## src/rtl/pc_fetch_control.sv

```systemverilog
// Fetch PC sequencer: sequential increment, redirect capture across stalls, and wrong-path flush.
// Optional macro PC_ALIGN_CHECK_EN: word-align accepted targets and raise a sticky MisalignErr.
module pc_fetch_control #(
  parameter int unsigned          PC_WIDTH     = 32,
  parameter logic [PC_WIDTH-1:0]  RESET_PC     = '0,
  parameter int unsigned          PC_INC       = 4,
  parameter int unsigned          FLUSH_CYCLES = 1
) (
  input  logic                Clk,
  input  logic                Reset,
  input  logic                Stall,
  input  logic                PCSrc,
  input  logic [PC_WIDTH-1:0] PCNew,
  output logic [PC_WIDTH-1:0] PC,
  output logic [PC_WIDTH-1:0] PCPlus4,
  output logic                Flush,
  output logic                RedirectPending,
  output logic                MisalignErr
);

  localparam logic [PC_WIDTH-1:0] PC_INC_W   = PC_WIDTH'(PC_INC);
  localparam logic [2:0]          FLUSH_INIT = 3'(FLUSH_CYCLES);

  typedef enum logic [1:0] {
    ST_RUN   = 2'd0,
    ST_HELD  = 2'd1,
    ST_FLUSH = 2'd2
  } state_e;

  state_e              state_q, state_d;
  logic [PC_WIDTH-1:0] pc_q, pc_d;
  logic [PC_WIDTH-1:0] held_q, held_d;
  logic [2:0]          cnt_q, cnt_d;
  logic                flush_q, flush_d;
  logic                pend_q, pend_d;
  logic [PC_WIDTH-1:0] pc_plus;
  logic [PC_WIDTH-1:0] tgt_raw;
  logic [PC_WIDTH-1:0] tgt_apply;
  logic                apply;

  assign pc_plus = pc_q + PC_INC_W;
  // A HELD release applies the captured target; a RUN redirect applies the live one.
  assign tgt_raw = (state_q == ST_HELD) ? held_q : PCNew;

`ifdef PC_ALIGN_CHECK_EN
  logic tgt_mis;
  logic err_q, err_d;

  assign tgt_apply = {tgt_raw[PC_WIDTH-1:2], 2'b00};
  assign tgt_mis   = |tgt_raw[1:0];
  assign err_d     = err_q | (apply & tgt_mis);

  always_ff @(posedge Clk or negedge Reset) begin
    if (!Reset) err_q <= 1'b0;
    else        err_q <= err_d;
  end

  assign MisalignErr = err_q;
`else
  assign tgt_apply   = tgt_raw;
  assign MisalignErr = 1'b0;
`endif

  always_ff @(posedge Clk or negedge Reset) begin
    if (!Reset) begin
      state_q <= ST_RUN;
      pc_q    <= RESET_PC;
      held_q  <= '0;
      cnt_q   <= '0;
      flush_q <= 1'b0;
      pend_q  <= 1'b0;
    end else begin
      state_q <= state_d;
      pc_q    <= pc_d;
      held_q  <= held_d;
      cnt_q   <= cnt_d;
      flush_q <= flush_d;
      pend_q  <= pend_d;
    end
  end

  always_comb begin
    state_d = state_q;
    pc_d    = pc_q;
    held_d  = held_q;
    cnt_d   = cnt_q;
    apply   = 1'b0;
    unique case (state_q)
      ST_RUN: begin
        if (PCSrc) begin
          if (Stall) begin
            held_d  = PCNew;
            state_d = ST_HELD;
          end else begin
            apply = 1'b1;
          end
        end else if (!Stall) begin
          pc_d = pc_plus;
        end
      end
      ST_HELD: begin
        if (!Stall) apply = 1'b1;
      end
      ST_FLUSH: begin
        if (!Stall) begin
          pc_d  = pc_plus;
          cnt_d = cnt_q - 3'd1;
          if (cnt_q <= 3'd1) state_d = ST_RUN;
        end
      end
      default: state_d = ST_RUN;
    endcase
    if (apply) begin
      pc_d    = tgt_apply;
      cnt_d   = FLUSH_INIT;
      state_d = (FLUSH_INIT == 3'd0) ? ST_RUN : ST_FLUSH;
    end
  end

  // Flush and RedirectPending are registered views of the state being entered.
  always_comb begin
    flush_d = (state_d == ST_FLUSH);
    pend_d  = (state_d == ST_HELD);
  end

  assign PC              = pc_q;
  assign PCPlus4         = pc_plus;
  assign Flush           = flush_q;
  assign RedirectPending = pend_q;

endmodule

```

## config.mk

```make
export PLATFORM = sky130hd
export DESIGN_NAME = pc_fetch_control
export DESIGN_NICKNAME = d
export VERILOG_FILES = /design/src/rtl/pc_fetch_control.sv
export SDC_FILE = /design/constraint.sdc
export NUM_CORES = 1
export LEC_CHECK = 0
export ABC_AREA = 1
export CAP_MARGIN = 5
export CORE_AREA = 2 2 93 95
export CTS_CLUSTER_SIZE = 24
export DETAILED_ROUTE_END_ITERATION = 10
export DIE_AREA = 0 0 95 97
export PLACE_DENSITY = 0.85
export SYNTH_ARGS = -nofsm -noshare
export SYNTH_HDL_FRONTEND = slang
export SYNTH_SLANG_ARGS = --single-unit
```

## constraint.sdc

```tcl
create_clock -name Clk -period 4.25 [get_ports Clk]
set_input_delay 0.85 -clock Clk [delete_from_list [all_inputs] [get_ports Clk]]
set_output_delay 0.85 -clock Clk [all_outputs]
set_load 0.005 [all_outputs]
```

Yosys cells after proc, flatten, opt, wreduce, memory -nomap -nowiden. Cells that the tools add are included.

$add $sub $neg: 2. $lt $le $gt $ge: 1. Reductions and logical operators: 6. Mux-type cells: 17. Equality and inequality tests: 6.

Operator list (count): 2-to-1 mux 32 bit (4); one-hot mux 32 bit (2 select lines) (1); adder 32 x 3 -> 32 bit (second input constant) (1); 2-to-1 mux 2 bit (5); 2-to-1 mux 3 bit (3); one-hot mux 2 bit (3 select lines) (1); == test 2 x 1 -> 1 bit (second input constant) (2); == test 2 bit (second input constant) (2); AND reduction 2 bit (2); less-or-equal comparator 3 x 1 -> 1 bit (second input constant) (1); != test 3 bit (second input constant) (1); AND reduction 3 bit (1); nonzero test 3 bit (1); subtractor 3 x 1 -> 3 bit (second input constant) (1); logical NOT 2 bit (1); 2-to-1 mux 1 bit (2); != test 2 x 1 -> 1 bit (second input constant) (1); one-hot mux 1 bit (2 select lines) (1); nonzero test 2 bit (1).

Input bits: 36. Logic and storage cells: 38. Output and inout bits: 67. Register bits after elaboration: 71.

Logic depth before layout (Yosys ltp).
Depth in word-level cells: 6. Gate-level depth with buffers: 10. Depth with buffers taken out: 10.

Worst setup path after synthesis. No wires, ideal clock.

Kind: register to output. From: reg pc_q[3], in the netlist PC[3]. To: out PCPlus4[28]. Required time: 3.400 ns. Cell stages (with the launch flop): 8. Path buffers: 0. Path slack: 2.179 ns. Data arrival time: 1.221 ns. Cells stage by stage: dfrtp_1 -> ha_1 -> nand2_1 -> nor2_1 -> nand2_2 -> nor2_4 -> nand3_1 -> nand2_1.

Longest elaborated chain between the ends: 1.

RTL lines: start, declared (line 31) `logic [PC_WIDTH-1:0] pc_q, pc_d;`; start signal, assigned (line 74) `pc_q <= pc_d;`; adder 32 x 3 -> 32 bit (line 41) `assign pc_plus = pc_q + PC_INC_W;`; end, declared (line 15) `output logic [PC_WIDTH-1:0] PCPlus4,`.

No other way between the ends.

Worst setup path in the final report.
From: reg pc_q[3], in the netlist PC[3]. To: out PCPlus4[20].

Same word-level chain as after synthesis.

==> metrics.md <==
| Metric | Value |
|---|---|
| Max Buffers Root-to-Sink | `2` |
| Fin Setup TNS | `0 ns` |
| Pwr Density | `688 nW/um^2` |
| Max VDD drop | `0.000297 V` |
| WL per Instance | `15.1 microns` |
| Die width | `95 microns` |
| Rel. slew slack | `39.4%` |
| Reg2reg start | `state_q[0]$_DFF_PN0_` |
| CTS tree | `done` |
| Final core occ | `69.6%` |
| Final Max Slew Viols | `0` |
| Clk pin slew, worst setup/hold paths | `0.08 ns` |
| Commonest non-fill, non-tap cell in the layout | `nand2_1` |
| Most frequent cells in the layout | `195 x nand2_1, 100 x clkdlybuf4s50_1, 71 x dfrtp_1` |
| Crit start category | `flip-flop` |
| Synthesized instance count | `601` |
| Sequential Power Share | `35.2%` |
| Sw power | `1520 uW` |
| Post-synth top area share | `40.1%` |
| I/O pin total | `103` |
| Num rows | `33` |
| Critical Path RT | `3.40 ns` |
| Vias | `4436` |
| Yosys top cell by area | `dfrtp_1` |
| Clock Power Share | `16.0%` |
| RSZ-0062 raised after global routing | `false` |
| Via density | `5.55` |
| Slew @ Worst Pin | `0.910 ns` |
| Die height | `97 microns` |
| Drt drc | `0` |
| Synth area leaders | `dfrtp_1 40%, nand2_1 17%, nand3_1 5.3%` |
| Antenna Nets Post-Route | `0` |
| Core Box Area | `8130 sq um` |
| Gates resized, CTS repair | `0` |
| CP Capture Type | `primary output` |
| Leak | `0.00272 uW` |
| Yosys cell types | `32` |
| Total inserted antenna cells | `0` |
| Clock Skew | `0.0145 ns` |
| Final Wtd Congestion | `0.852` |
| Die Area | `9220 sq um` |
| Number of I/O port buffers | `101` |
| Synth Register Bits | `71` |
| GRT Total Usage | `27.5%` |
| GRT overflow | `0` |
| Final setup fails | `0` |
| DR iter-0 viols | `297` |
| Critical path origin | `PC[3]$_DFFE_PN0P_` |
| Highest Clock Rate | `322 MHz` |
| Status | `finished clean` |
| YS warnings | `0` |
| Largest net degree at the start of global routing | `72` |
| Vias in the first global route | `4227` |
| Clk_lat worst skew | `0.35 ns` |
| Root Driver | `clkbuf_8` |
| Number of antenna violations at the first check in global routing | `0` |
| Net count after synthesis | `640` |
| Period utilization | `73.2%` |
| TritonCTS Sinks | `71` |
| Num CTS Buffers | `9` |
| Drt total wl | `12100 microns` |
| Post-detailed-placement half-perimeter wirelength | `8840 microns` |
| First drt pass iteration count | `5` |
| Layout area overhead | `27.7%` |
| Hold crit path type | `reg -> reg` |
| Logic pwr share | `48.8%` |
| Post-CTS Setup Bufs | `0` |
| Switching Fraction | `39.1%` |
| First-pass GRT wire length | `20100 microns` |
| Htree depth | `3` |
| Critical Path AT | `2.26 ns` |
| Starting Density | `54.5%` |
| Hold Path Origin | `held_q[1]$_DFFE_PN0P_` |
| Cell-internal power | `2370 uW` |
| Crit-path max FO | `7` |
| Synthesized area per cell | `7.38 sq um` |
| Layout cells sized above 1 | `9.94%` |
| Worst Path Class, Setup | `reg -> out` |
| Final min period | `3.11 ns` |
| # Max-Cap Violations | `0` |
| Post-synthesis sequential area ratio | `40.1%` |
| Mapped cell area | `4430 sq um` |
| Final layout net count | `728` |
| Final count of hold timing violations | `0` |
| Post-CTS Hold Fix Bufs | `0` |
state kept, by name, summed over array words and instances, names as in the netlist:
| name | cells |
|---|---|
| RedirectPending | 1 |
| PC | 32 |
| held_q | 32 |
| state_q | 2 |
| cnt_q | 3 |
| Flush | 1 |
metrics by stage:
| step | total power [uW] | hold slack (ns) | instances | setup WS (ns) | cell area, sq um |
|---|---|---|---|---|---|
| finish | 3890 | 0.489 | 799 | 1.14 | 5660 |
| global route | 4170 | 0.514 | 799 | 0.922 | 5660 |
| CTS | 3890 | 0.494 | 799 | 1.12 | 5660 |
| detailed placement | 3260 | 0.474 | 783 | 1.34 | 5430 |
| global placement | 3170 | 0.464 | 783 | 1.40 | 5430 |
| floorplan | 2300 | 0.448 | 601 | 2.18 | 4430 |
path summary, 6_finish.rpt:
check                           slack, ns               endpoint  cells past startpoint
worst max-delay path                 1.14            PCPlus4[20]                      8
worst min-delay path                 0.49  held_q[1]$_DFFE_PN0P_                      2
worst max register to register       1.60      PC[5]$_DFFE_PN0P_                      5
worst min register to register       0.49  held_q[1]$_DFFE_PN0P_                      2
max in group asynchronous            2.95     PC[17]$_DFFE_PN0P_                      2
min in group asynchronous            0.71   cnt_q[0]$_DFFE_PN0P_                      2
power groups by stage:
| stage | registers [uW] | clock network (uW) | logic [uW] |
|---|---|---|---|
| 6_report | 1370 | 624 | 1900 |
| 5_1_grt | 1410 | 655 | 2110 |
| 4_1_cts | 1350 | 631 | 1900 |
| 3_5_place_dp | 1360 | 0 | 1890 |
| 3_3_place_gp | 1340 | 0 | 1830 |
| 2_1_floorplan | 1280 | 0 | 1030 |
cells by family after synthesis:
family,after synthesis,synth area share [%]
DFF,71,40.1
xor gates and xnor gates,6,1.19
and+or+nand+nor,323,31.5
muxes,19,6.01
buffers and inverters,83,8.63
other,1,0.0846
adders and majority gates,3,0.847
AOI/OAI and AO/OA,95,11.7
final cells by class:
class	count	area, sq um
clock buffer	11	151
clock inverter	5	80.1
fill	673	2470
inverter	54	203
multi-input combinational	447	2280
sequential	71	1780
tap	105	131
timing repair buffer	106	1040
Yosys cell counts (all sizes together):
cell    count
ha          3
nand4       3
buf        20
nor2       60
a21oi      28
and3        1
o31ai       2
conb        1
inv        54
xnor2       1
nand3      48
xor2        5
clkbuf      9
o21ai      46
nand2     203
mux2       19
nand3b      5
dfrtp      71
a31oi      19
nor3        3
worst max-delay path, stage by stage (launching register included):
cell and delay (ns):
dfrtp_1 0.42, ha_1 0.22, nand2_1 0.08, nor2_1 0.13, nand2_2 0.16, nor2_4 0.17, nand3b_1 0.11, nand2_1 0.10
clkdlybuf4s50_1 0.50
per-layer routing:
metal | wire length (microns) | vias up | global-route usage, %
li1 | - | 2124 | -
met1 | 5210 | 2099 | 38.3
met2 | 5720 | 190 | 43.8
met3 | 873 | 23 | 4.67
met4 | 300 | 0 | 8.81
met5 | 0 | - | 0
Power figures use the tool's default switching activity.
